File: config.mk
export PLATFORM = sky130hd
export DESIGN_NAME = pipe_stage_reg
export DESIGN_NICKNAME = d
export VERILOG_FILES = /design/src/rtl/pipe_stage_pkg.sv /design/src/rtl/pipe_stage_reg_sat_counter.sv /design/src/rtl/pipe_stage_reg.sv
export SDC_FILE = /design/constraint.sdc
export NUM_CORES = 1
export LEC_CHECK = 0
export CAP_MARGIN = 20
export CORE_AREA = 2 2 266 268
export CTS_BUF_LIST = sky130_fd_sc_hd__clkbuf_4 sky130_fd_sc_hd__clkbuf_8
export CTS_CLUSTER_SIZE = 10
export DETAILED_ROUTE_END_ITERATION = 10
export DIE_AREA = 0 0 268 270
export PLACE_DENSITY = 0.55
export SLEW_MARGIN = 20
export SYNTH_ARGS = -nofsm -noshare
export SYNTH_HDL_FRONTEND = slang
export SYNTH_SLANG_ARGS = --single-unit
File: constraint.sdc
create_clock -name clk -period 15.1 [get_ports clk]
set_input_delay 1.51 -clock clk [delete_from_list [all_inputs] [get_ports clk]]
set_output_delay 1.51 -clock clk [all_outputs]
set_load 0.01 [all_outputs]
File: src/rtl/pipe_stage_pkg.sv
// Shared pipeline constants: stall encodings, bus widths and the EX/MEM payload layout.
// Each stage boundary keeps its NOP payload next to its struct so they stay in step.
package pipe_stage_pkg;

  localparam logic STOP    = 1'b1;
  localparam logic NO_STOP = 1'b0;

  localparam int STALL_BUS_W = 6;
  localparam int WORD_W      = 32;
  localparam logic [WORD_W-1:0] ZERO_WORD = '0;

  localparam logic [7:0] ALUOP_NOP      = 8'h00;
  localparam logic [2:0] TLB_FROM_INDEX = 3'd1;

  typedef struct packed {
    logic [WORD_W-1:0]   pc;
    logic [7:0]          aluop;
    logic [4:0]          wd;
    logic                wreg;
    logic [WORD_W-1:0]   wdata;
    logic [2*WORD_W-1:0] hilo;
    logic [2:0]          tlb_sel;
    logic [110:0]        rsvd;
  } ex_mem_t;

  localparam int EX_MEM_W = $bits(ex_mem_t);

  // NOP bubble: no register write, NOP aluop, TLB select parked on FromIndex.
  localparam ex_mem_t EX_MEM_NOP = {ZERO_WORD, ALUOP_NOP, 5'd0, 1'b0, ZERO_WORD,
                                    {2{ZERO_WORD}}, TLB_FROM_INDEX, 111'd0};

endpackage

File: src/rtl/pipe_stage_reg_sat_counter.sv
// Saturating up-counter with synchronous clear; clear beats increment.
module sat_counter #(
  parameter int CNT_W = 16
) (
  input  logic             clk,
  input  logic             rst,
  input  logic             i_inc,
  input  logic             i_clr,
  output logic [CNT_W-1:0] o_cnt
);

  logic [CNT_W-1:0] r_cnt;

  always_ff @(posedge clk or posedge rst) begin
    if (rst) begin
      r_cnt <= '0;
    end else if (i_clr) begin
      r_cnt <= '0;
    end else if (i_inc && (r_cnt != {CNT_W{1'b1}})) begin
      r_cnt <= r_cnt + 1'b1;
    end
  end

  assign o_cnt = r_cnt;

endmodule

File: src/rtl/pipe_stage_reg.sv
// Inter-stage pipeline register: payload + carry side-channel with stall, flush,
// bubble insertion and saturating stall/bubble performance counters.
module pipe_stage_reg
  import pipe_stage_pkg::*;
#(
  parameter int              DATA_W      = 256,
  parameter int              CARRY_W     = 66,
  parameter int              STALL_W     = STALL_BUS_W,
  parameter int              STAGE_IDX   = 3,
  parameter logic [DATA_W-1:0] NOP_VALUE = '0,
  parameter bit              BUBBLE_MODE = 1'b0,
  parameter int              CNT_W       = 16
) (
  input  logic               clk,
  input  logic               rst,
  input  logic [STALL_W-1:0] i_stall,
  input  logic               i_flush,
  input  logic [DATA_W-1:0]  i_in_data,
  input  logic               i_in_valid,
  input  logic [CARRY_W-1:0] i_carry,
  input  logic               i_clr_cnt,
  output logic [DATA_W-1:0]  o_out_data,
  output logic               o_out_valid,
  output logic [CARRY_W-1:0] o_carry,
  output logic [CNT_W-1:0]   o_stall_cycles,
  output logic [CNT_W-1:0]   o_bubble_cycles
);

  logic               w_up;
  logic               w_dn;
  logic               w_bubble;
  logic               w_hold;
  logic               w_unused_stall;
  logic [DATA_W-1:0]  r_data;
  logic               r_valid;
  logic [CARRY_W-1:0] r_carry;

  assign w_up           = (i_stall[STAGE_IDX] == STOP);
  assign w_dn           = (i_stall[STAGE_IDX+1] == STOP);
  assign w_bubble       = !i_flush && w_up && !w_dn;
  assign w_hold         = !i_flush && w_up && w_dn;
  assign w_unused_stall = ^i_stall;

  // up=0 with dn=1 is not a legal stall vector; it falls into the advance branch.
  always_ff @(posedge clk or posedge rst) begin
    if (rst) begin
      r_data  <= NOP_VALUE;
      r_valid <= 1'b0;
      r_carry <= '0;
    end else if (i_flush) begin
      r_data  <= NOP_VALUE;
      r_valid <= 1'b0;
      r_carry <= '0;
    end else if (w_bubble) begin
      if (!BUBBLE_MODE) r_data <= NOP_VALUE;
      r_valid <= 1'b0;
      r_carry <= i_carry;
    end else if (!w_up) begin
      r_data  <= i_in_data;
      r_valid <= i_in_valid;
      r_carry <= '0;
    end else begin
      r_carry <= i_carry;
    end
  end

  sat_counter #(.CNT_W(CNT_W)) u_stall_cnt (
    .clk   (clk),
    .rst   (rst),
    .i_inc (w_hold),
    .i_clr (i_clr_cnt),
    .o_cnt (o_stall_cycles)
  );

  sat_counter #(.CNT_W(CNT_W)) u_bubble_cnt (
    .clk   (clk),
    .rst   (rst),
    .i_inc (w_bubble),
    .i_clr (i_clr_cnt),
    .o_cnt (o_bubble_cycles)
  );

  assign o_out_data  = r_data;
  assign o_out_valid = r_valid;
  assign o_carry     = r_carry;

`ifndef SYNTHESIS
  always @(posedge clk) begin
    if (!rst) assert (w_up || !w_dn) else $error("pipe_stage_reg: downstream stalled while upstream runs");
  end
`endif

endmodule

# Yosys cells after proc, flatten, opt, wreduce, memory -nomap -nowiden
# Cells that the tools add are included.
[word_totals]
ff_bits = 355
inputBits = 333
output_inout_bits = 355
elab_cells = 32
[op_classes]
n_addsub = 2
eq_ne = 3
muxes = 13
n_reduce_logical = 9
[op_table]
columns = ["op", "n"]
rows = [
  ["256-bit two-way mux", 3],
  ["66-bit two-way mux", 3],
  ["16-bit two-way mux", 4],
  ["16-bit by 1-bit adder with 16-bit output (second input constant)", 2],
  ["16-bit != test (second input constant)", 2],
  ["1-bit logical AND", 5],
  ["2-bit nonzero test", 2],
  ["1-bit two-way mux", 3],
  ["3-bit by 1-bit != test with 1-bit output (second input constant)", 1],
  ["1-bit logical NOT", 2],
]

# Depth between registers and ports, before layout
# Gate-level depths: netlist of the first run.
[logic_depth]
word_depth = 6
ltp_mapped = 6
ltp_nobuf = 5

# Modules after synthesis
# From an unflattened synthesis of the first run, not the netlist that was laid out.
[unflattened]
cells_unflattened = 947
area_unflattened_um2 = 13455.4
[modules_own_cells]
columns = ["module", "instances", "cells_per_inst", "area_each_um2", "seq_area_each_um2"]
rows = [
  ["pipe_stage_reg", 1, 745, 11591.1, 8082.8],
  ["sat_counter", 2, 101, 932.1, 400.4],
]

# Worst setup path after synthesis of the first run
# Ideal clock, no wire load.
[synth_path]
kind = "input to register"
from = "input i_flush"
to = "register u_bubble_cnt.r_cnt[13] (netlist: u_bubble_cnt.o_cnt[13])"
t_arrival_ns = 2.903
required_time_ns = 15.022
setup_slack_ns = 12.119
cell_stages = 5
path_buffers = 1
path_cell_list = "or3b_1 buf_2 nand4bb_4 or4_1 a21oi_1"
[synth_via]
elab_chain_cells = 5
[synth_lines]
columns = ["element", "line", "source"]
rows = [
  ["start, declared", "pipe_stage_reg.sv:17", "input logic i_flush,"],
  ["1-bit logical NOT", "pipe_stage_reg.sv:40", "assign w_bubble = !i_flush && w_up && !w_dn;"],
  ["1-bit logical AND (2 in series)", "pipe_stage_reg.sv:40", ""],
  ["1-bit logical AND", "pipe_stage_reg_sat_counter.sv:19", "end else if (i_inc && (r_cnt != {CNT_W{1'b1}})) begin"],
  ["2-bit nonzero test (no source line)", "-", ""],
  ["end signal, assigned", "pipe_stage_reg_sat_counter.sv:20", "r_cnt <= r_cnt + 1'b1;"],
  ["end, declared", "pipe_stage_reg_sat_counter.sv:12", "logic [CNT_W-1:0] r_cnt;"],
]
# No other way between the ends.
# A chain may end at the register's enable or synchronous reset.

==> results of run 1 <==
## sequential cells by signal (all words and copies together), names as in the netlist
register            count
o_carry                66
o_out_data            256
o_out_valid             1
u_bubble_cnt.o_cnt     16
u_stall_cnt.o_cnt      16
## worst max-delay path, stage by stage
cell and delay (ns):
clkdlybuf4s50_1 0.49, inv_8 0.45, buf_4 0.76, buf_6 0.65, buf_4 0.71
## placed cells by master, fill, tap and decap left out, types with 3 or more instances in the layout
cell,count
clkdlybuf4s50_1,683
dfrtp_1,355
a22o_1,257
clkbuf_8,83
and2_1,69
a21oi_1,24
clkbuf_4,18
o31ai_1,13
or4_1,13
nand3_1,11
nand2_1,11
buf_4,11
nand4_1,10
o21ai_0,9
or3_1,9
nor3_1,7
nor2_1,6
inv_1,4
and3_1,4
nor4_1,3
buf_6,3
## path summary, 6_finish.rpt
path	to	slack, ns	cells after the start
max reg2reg	u_bubble_cnt.o_cnt[9]	13.10	5
max in group clk	o_out_data[97]	11.53	5
min	o_out_data[101]	0.50	1
min in group asynchronous	o_out_data[166]	1.36	2
max	o_out_data[60]	10.97	5
min reg2reg	o_out_data[101]	0.50	1
## routing by layer
metal / vias to the layer above / wire length [µm] / track usage
li1: 4803 / - / -
met1: 5355 / 18300 / 0.143
met2: 492 / 23500 / 0.215
met3: 92 / 5000 / 0.0520
met4: 6 / 1550 / 0.0603
met5: - / 35 / 0
## final cells by class
class,count,area [µm²]
Fill cell,6978,47500
Clock buffer,101,1280
Multi-Input combinational cell,474,3640
Timing Repair Buffer,697,6950
Sequential cell,355,8880
Clock inverter,8,128
Tap cell,940,1180
Inverter,5,26.3
Antenna cell,2,5.00
## synthesized netlist by cell type, drive strengths merged, types with 2 or more instances
| library cell | count |
|---|---|
| a41oi | 2 |
| nor2b | 2 |
| and4 | 2 |
| or3 | 9 |
| or4 | 13 |
| dfrtp | 355 |
| and2 | 69 |
| clkbuf | 65 |
| o21ai | 9 |
| nand4 | 10 |
| nand3 | 11 |
| ha | 2 |
| o41ai | 2 |
| inv | 5 |
| nor4 | 3 |
| nor2 | 7 |
| a22o | 257 |
| and3 | 4 |
| nand2 | 11 |
| o311ai | 2 |
| o31ai | 13 |
| nor4b | 2 |
| nor3 | 7 |
| a21oi | 24 |
| buf | 5 |
## through the flow
stage	setup slack, ns	cells	instance area (µm²)
finish	10.97	2582	22100
floorplan	3.74	904	12800
global placement	9.98	2471	20700
detailed placement	9.86	2471	20700
global route	10.52	2582	22100
CTS	10.60	2580	22100
## power by group through the flow
| stage | Sequential (µW) | Clock, µW | Combinational (µW) |
|---|---|---|---|
| final | 1010 | 993 | 281 |
| after floorplan | 1050 | 0 | 66.4 |
| after detailed placement | 1030 | 0 | 286 |
| after global routing | 1020 | 1080 | 302 |
| after CTS | 1010 | 1040 | 287 |
| after global placement | 1030 | 0 | 283 |
## kinds of logic (layout without fill, tap and decap cells)
logic type	after synthesis	count (layout)	synth area share
buffers and inverters	75	811	0.0221
other	0	2	0
adder cells (fa/ha/maj)	2	2	0.00196
multiplexers	2	2	0.00166
AND/OR/NAND/NOR	155	155	0.0749
flip-flops	355	355	0.695
AO/OA/AOI/OAI	315	315	0.205
==> summary.md, run 1 <==
| Metric | Value |
|---|---|
| Status | `completed` |
| Clock skew | `0.0330 ns` |
| Starting density of the core | `0.184` |
| Power density over the cells | `around 100 nW/µm²` |
| Max Cap Viol | `0` |
| Max_slew headroom | `0.301` |
| Htree depth | `3` |
| Combinational power share | `0.123` |
| Hold Path Class | `reg2reg` |
| Rows | `a little under 100` |
| Syn_area_per_cell | `14.1 µm²` |
| Tcrit/Tclk final | `0.274` |
| Reg clk slew, reported paths | `0.05 ns` |
| DR DRC count | `0` |
| Clock network fraction of design power | `0.434` |
| CTS sink count | `355` |
| Area fraction of the dominant cell type after synthesis | `0.695` |
| Vias per std cell | `around 4.2` |
| Initial antenna violation count | `5` |
| Number of distinct library cells after synthesis | `39` |
| Tightest Pin Transition | `1.05 ns` |
| Cells after synthesis | `904` |
| Final hold slack | `~0.5 ns` |
| Pleak | `0.00950 µW` |
| DR iter-0 viols | `476` |
| Final Hold Viols | `0` |
| Beginning of the worst hold path | `o_out_data[101]` |
| Resized Gates After CTS | `0` |
| Worst setup path class | `in2async` |
| EDFF count, synth | `0` |
| Crit path capture type | `asynchronous set/reset pin` |
| Setup crit start kind | `primary input` |
| Post-Syn Area | `12800 µm²` |
| Source of the critical timing path | `rst` |
| Remaining global-route overflow | `0` |
| Layout area overhead | `72.7%` |
| Die area | `between 70000 and 80000 µm²` |
| Internal Dissipation | `1730 µW` |
| Die Y-Extent | `270 µm` |
| CP max FO | `85` |
| First-pass GRT wire length | `71.1 mm` |
| Ys flop type | `dfrtp_1` |
| Fin nets | `1935` |
| Design Power | `2290 µW` |
| Clk_lat worst skew | `0.62 ns` |
| Vias | `10700` |
| # IOs | `688` |
| Cts bufs inserted | `between 60 and 70` |
| Pins over their slew limit | `0` |
| Setup TNS | `0 ns` |
| Vias in the first global route | `11500` |
| Routed WL | `48.4 mm` |
| Hold_buf cts | `0` |
| Sequential power share | `0.443` |
| Pin count of the biggest net entering global routing | `104` |
| Post-DP HPWL | `34.9 mm` |
| Net Count, Synth | `about 1200` |
| Die width | `268 µm` |
| Yosys warns | `0` |
| Synth Register Bits | `355` |
| Arrival time at the worst endpoint | `4.80 ns` |
| CTS tree | `built` |
| GRT Resource Usage Total | `0.129` |
| Area contributors post-synth | `dfrtp_1, a22o_1, and2_1, clkbuf_1, a21oi_1` |
| F_max | `242 MHz` |
| Share of cells above drive strength 1 | `0.0787` |
| DRT Pass-1 Iters | `6` |
| Clk root buf | `clkbuf_8` |
| Routed WL per cell | `18.7 µm` |
| Core area | `69500 µm²` |
| RePlAce Congestion | `0.786` |
| Required time of the critical path | `15.77 ns` |
| Asr flop ratio synth | `1.00` |
| Unrepaired setup endpoints after global routing | `false` |
| P_sw | `555 µW` |
| Setup violators final | `0` |
| Final min period | `4.13 ns` |
| Final Util | `0.318` |
| Longest Clk Path Bufs | `3` |
| Peak VDD IR | `0.0501 mV` |
| ANT nets after route | `0` |
| Reg2reg start | `u_bubble_cnt.o_cnt[0]` |
| Port Buffers | `683` |
| Synth area leader | `dfrtp_1` |
| Post-CTS Setup Inserts | `0` |
| Sequential area share after synthesis | `0.695` |
| Switching share of power | `0.242` |
No activity file was read; power rests on OpenSTA's default activity.
==> run 2: changes to the inputs <==
Clock period 15.1 ns to 4.05 ns, I/O delays scaled along.
==> run 2 against run 1 <==
- hold slack worse by 0.28 ns
- wire length down 1.4%
- sequential power rose to 3.7 times the previous value
- critical path depth down 4
==> summary.md, run 2 (synthesized netlist as in run 1, its figures left out) <==
| Metric | Value |
|---|---|
| Hold Path Class | `in2async` |
| Vias in the first global route | `about 11000` |
| Post-DP HPWL | `34.3 mm` |
| GRT Resource Usage Total | `0.127` |
| CTS sink count | `355` |
| Hold_buf cts | `0` |
| Cells along the critical path | `clkdlybuf4s50_1` |
| Remaining global-route overflow | `0` |
| First-pass GRT wire length | `70.6 mm` |
| Critical Path Max Stage Delay | `0.83 ns` |
| Reg2reg path depth | `5` |
| Die area | `72400 µm²` |
| Clk_lat worst skew | `0.62 ns` |
| Tcrit/Tclk final | `0.543` |
| Source of the critical timing path | `o_out_data[126]` |
| Reg2reg start | `u_stall_cnt.o_cnt[0]` |
| Kind of cell adding the most delay to the critical path | `buffers and inverters` |
| R2r endpoint | `u_stall_cnt.o_cnt[15]` |
| Die width | `approximately 270 µm` |
| Arrival time at the worst endpoint | `1.79 ns` |
| Status | `completed` |
| DR iter-0 viols | `505` |
| DR DRC count | `0` |
| Crit path buffers/inverters | `1` |
| Power density over the cells | `~400 nW/µm²` |
| Max Cap Viol | `0` |
| Worst setup path class | `reg2out` |
| Design Power | `8700 µW` |
| Core area | `69500 µm²` |
| RePlAce Congestion | `just under 0.8` |
| Clock skew | `between 0.015 and 0.02 ns` |
| Initial antenna violation count | `1` |
| Pins over their slew limit | `0` |
| Crit-path slowest cell | `clkdlybuf4s50_1` |
| Final Util | `0.321` |
| Setup crit start kind | `register` |
| Layout area overhead | `74.5%` |
| Htree depth | `3` |
| Clk root buf | `clkbuf_8` |
| CTS tree | `built` |
| Commonest non-fill, non-tap cell in the layout | `clkdlybuf4s50_1` |
| Routed WL per cell | `18.4 µm` |
| Required time of the critical path | `3.64 ns` |
| Largest register FFs | `256` |
| Pleak | `0.00960 µW` |
| Peak VDD IR | `0.230 mV` |
| CP endpoint | `o_out_data[126]` |
| DRT Pass-1 Iters | `4` |
| Final hold slack | `0.221 ns` |
| Vias per std cell | `4.13` |
| R2r setup slk | `2.07 ns` |
| Routed WL | `47.7 mm` |
| Crit path capture type | `primary output` |
| Reg clk slew, reported paths | `0.06 ns` |
| Pin count of the biggest net entering global routing | `142` |
| Final min period | `2.20 ns` |
| Setup violators final | `0` |
| Post-CTS Setup Inserts | `0` |
| CP Depth | `1` |
| Share of cells above drive strength 1 | `0.0865` |
| Rows | `97` |
| Port Buffers | `683` |
| CP max FO | `2` |
| Tightest Pin Transition | `0.827 ns` |
| Unrepaired setup endpoints after global routing | `false` |
| Most frequent cells in the layout | `clkdlybuf4s50_1, dfrtp_1, a22o_1` |
| Starting density of the core | `0.184` |
| Longest Clk Path Bufs | `3` |
| F_max | `roughly 450 MHz` |
| Final Hold Viols | `0` |
| Vias | `10700` |
| Resized Gates After CTS | `0` |
| Fin nets | `1944` |
| Die Y-Extent | `270 µm` |
| Cts bufs inserted | `67` |
| Setup TNS | `0 ns` |
| # IOs | `between 600 and 700` |
| Max_slew headroom | `0.449` |
| ANT nets after route | `0` |
run 2: changes by cell type in the layout (fill, tap and decap cells not counted), moves of 2 or more:
| cell | before | now |
|---|---|---|
| clkbuf_4 | 18 | 15 |
| clkinvlp_4 | 2 | 4 |
| bufinv_16 | 2 | 5 |
| clkinv_8 | 2 | 0 |
| buf_4 | 11 | 13 |
| buf_12 | 0 | 10 |
| buf_6 | 3 | 0 |
| clkinv_2 | 0 | 9 |
| clkbuf_8 | 83 | 80 |
run 2: how the worst min path moves through the flow:
stage                          from               endpoint  slack (ns)  cells past startpoint
global placement    o_out_data[254]        o_out_data[254]        0.49                      1
global route                    rst        o_out_data[129]        0.23                      2
floorplan                 i_clr_cnt  u_stall_cnt.o_cnt[14]        0.51                      1
finish                          rst        o_out_data[129]        0.22                      2
detailed placement   o_out_data[67]         o_out_data[67]        0.49                      1
CTS                             rst        o_out_data[129]        0.16                      2
run 2: per-layer routing:
layer  vias to the layer above  track usage  routed length (µm)
li1                       4834            -                   -
met1                      5272        0.143               18300
met5                         -            0                   0
met4                         0       0.0603                1730
met2                       504        0.214               23100
met3                        99       0.0449                4510
run 2: final cells by class:
type	instances	area (µm²)
Tap cell	940	1180
Fill cell	6905	47200
Sequential cell	355	8880
Multi-Input combinational cell	474	3640
Timing Repair Buffer	706	7130
Clock buffer	95	1210
Antenna cell	1	2.50
Inverter	5	22.5
Clock inverter	19	238
run 2: report_power, final:
| group | switching (µW) | internal (µW) | total, µW |
|---|---|---|---|
| clock | 1600 | 2250 | 3850 |
| combinational | 420 | 646 | 1070 |
| sequential | 86.6 | 3700 | 3780 |
| total | 2110 | 6600 | 8700 |
run 2: metrics by stage:
stage | setup slack (ns) | instance area, µm² | cells
floorplan | -1.11 | 12800 | 904
detailed placement | 1.39 | 20900 | 2480
global route | 1.72 | 22300 | 2595
CTS | 1.78 | 22300 | 2594
finish | 1.85 | 22300 | 2595
global placement | 1.42 | 20900 | 2480
